File: src/rtl/store_merge_unit.sv
// store_merge_unit
//
// Executes sb/sh/sw against a word-addressed data memory. Word stores are
// written directly. Byte and halfword stores read the addressed word, merge
// the register data into the selected lane(s) and write the word back.
// Misaligned or reserved-size requests finish at once with Error set and
// never touch memory.
//
// Parameters:
//   READ_LATENCY  cycles from the MemRead cycle until MemReadData is valid (1..7)
//
// Ports:
//   Clk           system clock, rising edge
//   Reset         asynchronous, active-high reset
//   StartStore    request strobe, sampled only while idle
//   Size          00 byte, 01 halfword, 10 word, 11 reserved
//   Address       byte address of the store
//   RegData       store source register (byte [7:0], half [15:0], word [31:0])
//   Busy          high from the cycle after acceptance through Done
//   Done          one-cycle completion pulse
//   Error         one-cycle pulse with Done for a rejected request
//   MemAddress    word-aligned address of the active request, 0 when idle
//   MemRead       one-cycle read strobe
//   MemWrite      one-cycle write strobe
//   MemWriteData  merged word while MemWrite=1, otherwise 0
//   MemReadData   word returned by data memory
module store_merge_unit #(
  parameter int READ_LATENCY = 1
) (
  input  logic        Clk,
  input  logic        Reset,
  input  logic        StartStore,
  input  logic [1:0]  Size,
  input  logic [31:0] Address,
  input  logic [31:0] RegData,
  output logic        Busy,
  output logic        Done,
  output logic        Error,
  output logic [31:0] MemAddress,
  output logic        MemRead,
  output logic        MemWrite,
  output logic [31:0] MemWriteData,
  input  logic [31:0] MemReadData
);

  typedef enum logic [2:0] {IDLE, READ, WAIT, WRITE, DONE} stateT;

  localparam logic [1:0] SIZE_BYTE = 2'b00;
  localparam logic [1:0] SIZE_HALF = 2'b01;
  localparam logic [1:0] SIZE_WORD = 2'b10;

  stateT       state, nextState;
  logic [1:0]  sizeQ;
  logic [1:0]  laneQ;
  logic [15:0] dataQ;
  logic [2:0]  waitCnt;
  logic        reject;
  logic [31:0] writeWord;

  // Replace the addressed byte or halfword of the word read from memory.
  function automatic logic [31:0] mergeWord(input logic [31:0] word,
                                            input logic [15:0] data,
                                            input logic [1:0]  size,
                                            input logic [1:0]  lane);
    logic [31:0] merged;
    merged = word;
    if (size == SIZE_HALF) begin
      if (lane[1]) merged[31:16] = data;
      else         merged[15:0]  = data;
    end else begin
      case (lane)
        2'd0:    merged[7:0]   = data[7:0];
        2'd1:    merged[15:8]  = data[7:0];
        2'd2:    merged[23:16] = data[7:0];
        default: merged[31:24] = data[7:0];
      endcase
    end
    return merged;
  endfunction

  // Alignment / size legality of the request being offered.
  always_comb begin
    // NOTE: every always_comb output gets a default first so no path can
    // leave it unassigned and infer a latch.
    reject = 1'b0;
    case (Size)
      SIZE_BYTE: reject = 1'b0;
      SIZE_HALF: reject = Address[0];
      SIZE_WORD: reject = |Address[1:0];
      default:   reject = 1'b1;
    endcase
  end

  // Next state plus the word to be written on entry to WRITE. writeWord is
  // zero on every other transition so the registered MemWriteData is 0
  // whenever MemWrite is low.
  always_comb begin
    nextState = state;
    writeWord = '0;
    case (state)
      IDLE: begin
        if (StartStore) begin
          if (reject) begin
            nextState = DONE;
          end else if (Size == SIZE_WORD) begin
            nextState = WRITE;
            writeWord = RegData;
          end else begin
            nextState = READ;
          end
        end
      end
      READ:  nextState = WAIT;
      WAIT: begin
        // waitCnt holds READ_LATENCY in the first WAIT cycle, so reaching 1
        // marks the cycle in which memory data is valid.
        if (waitCnt == 3'd1) begin
          nextState = WRITE;
          writeWord = mergeWord(MemReadData, dataQ, sizeQ, laneQ);
        end
      end
      WRITE:   nextState = DONE;
      DONE:    nextState = IDLE;
      default: nextState = IDLE;
    endcase
  end

  // State, request latches and registered outputs. Outputs are computed
  // from nextState so they appear in the same cycle as the state they
  // describe without any combinational path from the inputs.
  always_ff @(posedge Clk or posedge Reset) begin
    // NOTE: all control and datapath registers are reset; there is no
    // memory array here, so clearing everything is cheap and makes an
    // abandoned request leave no residue.
    if (Reset) begin
      state        <= IDLE;
      sizeQ        <= '0;
      laneQ        <= '0;
      dataQ        <= '0;
      waitCnt      <= '0;
      Busy         <= 1'b0;
      Done         <= 1'b0;
      Error        <= 1'b0;
      MemAddress   <= '0;
      MemRead      <= 1'b0;
      MemWrite     <= 1'b0;
      MemWriteData <= '0;
    end else begin
      // NOTE: sequential state uses non-blocking assignments so every
      // register samples pre-edge values regardless of statement order.
      state <= nextState;

      if (state == IDLE && StartStore) begin
        sizeQ <= Size;
        laneQ <= Address[1:0];
        dataQ <= RegData[15:0];
      end

      if (state == READ)      waitCnt <= 3'(READ_LATENCY);
      else if (state == WAIT) waitCnt <= waitCnt - 3'd1;

      Busy         <= (nextState != IDLE);
      Done         <= (nextState == DONE);
      // Only a rejected request goes straight from IDLE to DONE.
      Error        <= (state == IDLE) && (nextState == DONE);
      MemRead      <= (nextState == READ);
      MemWrite     <= (nextState == WRITE);
      MemWriteData <= writeWord;

      if (nextState == IDLE)  MemAddress <= '0;
      else if (state == IDLE) MemAddress <= {Address[31:2], 2'b00};
    end
  end

endmodule
File: config.mk
export PLATFORM = sky130hd
export DESIGN_NAME = store_merge_unit
export DESIGN_NICKNAME = d
export VERILOG_FILES = /design/src/rtl/store_merge_unit.sv
export SDC_FILE = /design/constraint.sdc
export NUM_CORES = 1
export LEC_CHECK = 0
export CAP_MARGIN = 0
export CELL_PAD_IN_SITES_DETAIL_PLACEMENT = 2
export CELL_PAD_IN_SITES_GLOBAL_PLACEMENT = 2
export CORE_ASPECT_RATIO = 1.1
export CORE_MARGIN = 3
export CORE_UTILIZATION = 28
export CTS_BUF_LIST = sky130_fd_sc_hd__clkbuf_8
export DETAILED_ROUTE_END_ITERATION = 8
export GPL_ROUTABILITY_DRIVEN = 1
export PLACE_DENSITY = 0.93
export SYNTH_ARGS = -nofsm -noshare
export SYNTH_HDL_FRONTEND = slang
export SYNTH_SLANG_ARGS = --single-unit
File: constraint.sdc
create_clock -name Clk -period 5 [get_ports Clk]
set_input_delay 1.25 -clock Clk [delete_from_list [all_inputs] [get_ports Clk]]
set_output_delay 1.25 -clock Clk [all_outputs]
set_load 0.01 [all_outputs]
==> flow_metrics.py <==
metrics = {
    "logic_synthesis": {
        "synth_area_mm2": 0.00413,
        "synth_edf_count": 0,
        "synth_top_area_share_pct": 56.3,
        "synth_top_cell_by_area": "dfrtp_1",
        "yosysUniqueCellTypes": 38,
        "seq_area_frac_synth_pct": 56.3,
        "postSynth.asyncResetShare_pct": 100,
        "synth_xor_area_share_pct": 0.212,
        "synthMuxAreaShare_pct": 6.09,
        "synth_flop_cell": "dfrtp_1",
        "avgSynthCellArea_um2": 9.88,
        "synthAdderAreaFrac_pct": 0.606,
        "yosys-top-cells-area": "dfrtp_1 56%, nand2_1 11%, mux2i_1 5.8%",
        "yosysWarningCount": 0,
        "synth_top_family_by_area": "compound AO/OA/AOI/OAI gates",
        "synth_compound_area_share_pct": 15.9,
        "syn_inst": 418,
        "synth_seq_cells": 93,
        "synthSimpleGateAreaFrac_pct": 15.8,
    },
    "global_route": {
        "grt_start_max_net_pins": 74,
        "antenna_found_initial": 0,
        "grt_pass1_vias": 4314,
        "track_usage_pct": 19.2,
        "grt_overflow": 0,
        "grt_pass1_wl_um": 24100,
    },
    "floorplanning": {
        "placementRows": 45,
        "initial_core_util_pct": 29.2,
        "ioPinCount": 170,
        "core_mm2": 0.0141,
        "design.die.area_mm2": 0.0162,
        "fp.dieW_um": 122,
        "die_h_um": 133,
    },
    "final_layout": {
        "nFillCells": 1516,
        "layout-drive-gt1-share_pct": 6.24,
        "n_antenna_cell": 0,
        "fin_nets": 675,
        "final_common_cell": "clkdlybuf4s50_1",
        "final_cell_mix": "167 x clkdlybuf4s50_1, 126 x nand2_1, 93 x dfrtp_1",
        "area_growth_pct": 48.2,
    },
    "detailed_routing": {
        "routed_wirelength_um": 15600,
        "drc": 0,
        "vias": 3733,
        "first_pass_iters": 4,
        "vias_per_cell": 4.88,
        "drt_iter0_markers": 174,
        "wl_per_cell_um": 20.4,
        "drtAntennaViolNets": 0,
    },
    "critical_path": {
        "worst_setup_path_start_kind": "input pin",
        "ff2ff_setup_slack_ns": 2.45,
        "worst_ep_required_time_ns": 5.29,
        "cp_max_fo": 19,
        "worstSetupPathType": "input pin to flip-flop",
        "critical_path_arrival_ns": 3.39,
        "end_kind": "flip-flop",
    },
    "clock_network": {
        "cts_buffer_depth": 2,
        "cts_max_level": 3,
        "cts_tree": "done",
        "hold_buffers": 0,
        "cts_resized": 0,
        "cts_root_buf": "clkbuf_8",
        "clock_sinks": 93,
        "cts_buffers": 9,
        "clkLatencyLatePin_ns": 0.38,
        "path_clk_slew_ns": 0.10,
        "cts_setup_buffers": 0,
    },
    "sta": {
        "skew_ns": 0.0253,
        "period_share_pct": 62.0,
        "hold_viol_final": 0,
        "slew_viol_final": 0,
        "rsz0062_at_grt": "no",
        "max_freq_mhz": 322,
        "max_slew_margin_pct": 20.0,
        "layout_setup_ws_ns": 1.90,
        "hold-worst-slack_ns": 0.494,
        "finalSetupTns_ns": 0,
        "tightestPinTransition_ns": 1.20,
        "period_needed_ns": 3.10,
        "setup_violations": 0,
    },
    "placed_design": {
        "port-buffer-count": 167,
        "dpl_worst_slack_ns": 1.54,
        "gp_congestion": 0.846,
        "place_hpwl_um": 11800,
    },
    "min_path": {
        "hold_path.class": "flip-flop to flip-flop",
    },
    "power_and_ir_drop": {
        "leakage_nw": 2.78,
        "peakVddDrop_v": 0.000161,
        "power_density_mw_per_mm2": 547,
    },
    "job": {
        "drv_cap": 0,
    },
    "run_status": {
        "outcome": "completed",
    },
}
[sequential cells by signal, summed over array words and instances, names as in the netlist, 2 cells and up]
name,flops
MemAddress,30
MemWriteData,32
dataQ,16
laneQ,2
sizeQ,2
state,3
waitCnt,3
[per-layer routing]
metal / track usage [%] / share of wire, % / vias to the layer above
met5: 0 / 0 / -
met4: 6.79 / 2.5 / 0
met3: 4.16 / 5.7 / 28
met2: 33.7 / 50 / 134
met1: 23.2 / 41 / 1856
li1: - / - / 1715
[per-stage QoR]
stage / std cells / power [mW] / area [um2] / util (%)
after floorplan: 419 / 2.12 / 4130 / -
after global placement: 749 / 2.73 / 5920 / 41.9
after detailed placement: 749 / 2.86 / 5920 / 41.9
after CTS: 765 / 3.39 / 6120 / 43.3
after global routing: 765 / 3.59 / 6120 / 43.3
final: 765 / 3.35 / 6120 / 43.3
[area by class of cell]
class / instances / area [um2] / share of cell area, %
Clock inverter: 7 / 73.8 / 1.21
Tap cell: 188 / 235 / 3.84
Clock buffer: 9 / 124 / 2.02
Sequential cell: 93 / 2330 / 38.0
Multi-Input combinational cell: 283 / 1610 / 26.3
Inverter: 15 / 58.8 / 0.961
Timing Repair Buffer: 170 / 1690 / 27.7
[report_power, final]
part / internal (mW) / total, mW / leakage, nW / switching, mW
clock network: 0.232 / 0.519 / 0.0879 / 0.287
registers: 1.01 / 1.24 / 1.22 / 0.230
logic: 0.701 / 1.59 / 1.47 / 0.888
total: 1.94 / 3.35 / 2.78 / 1.41
[cell families after synthesis]
group           after synthesis
mux                          25
xor+xnor                      1
flops                        93
buf+inv                      43
other cells                   1
compound gates              100
fa+ha+maj                     2
simple gates                153
[cells in the mapped netlist, types with 2 or more instances]
| master | count |
|---|---|
| nor2b_1 | 3 |
| inv_1 | 14 |
| a21oi_1 | 37 |
| o21ai_2 | 9 |
| o21ai_0 | 8 |
| o21ai_1 | 2 |
| a21oi_4 | 2 |
| a21o_1 | 7 |
| a221oi_1 | 7 |
| ha_1 | 2 |
| nor2_1 | 3 |
| o22ai_1 | 20 |
| clkbuf_1 | 13 |
| buf_4 | 2 |
| buf_2 | 10 |
| o2bb2ai_1 | 6 |
| mux2i_1 | 24 |
| buf_6 | 3 |
| dfrtp_1 | 93 |
| nand2_1 | 126 |
| nand2b_1 | 9 |
| nor3_1 | 2 |
[worst max-delay path: stages]
cell and delay, ns:
clkdlybuf4s50_1 0.45, or4b_1 0.94, nor2_4 0.51, nand2_1 0.14, o21ai_2 0.08
[path summary, 6_finish.rpt]
path | start | endpoint | depth (start not counted)
max in group asynchronous | Reset | sizeQ[1] | 3
min in group asynchronous | Reset | MemAddress[16] | 2
hold / removal | dataQ[10] | dataQ[10] | 2
hold reg to reg | dataQ[10] | dataQ[10] | 2
setup reg to reg | state[0] | MemWriteData[8] | 5
setup / recovery | Size[0] | MemWriteData[20] | 5
(Power assumes the default switching activity.)
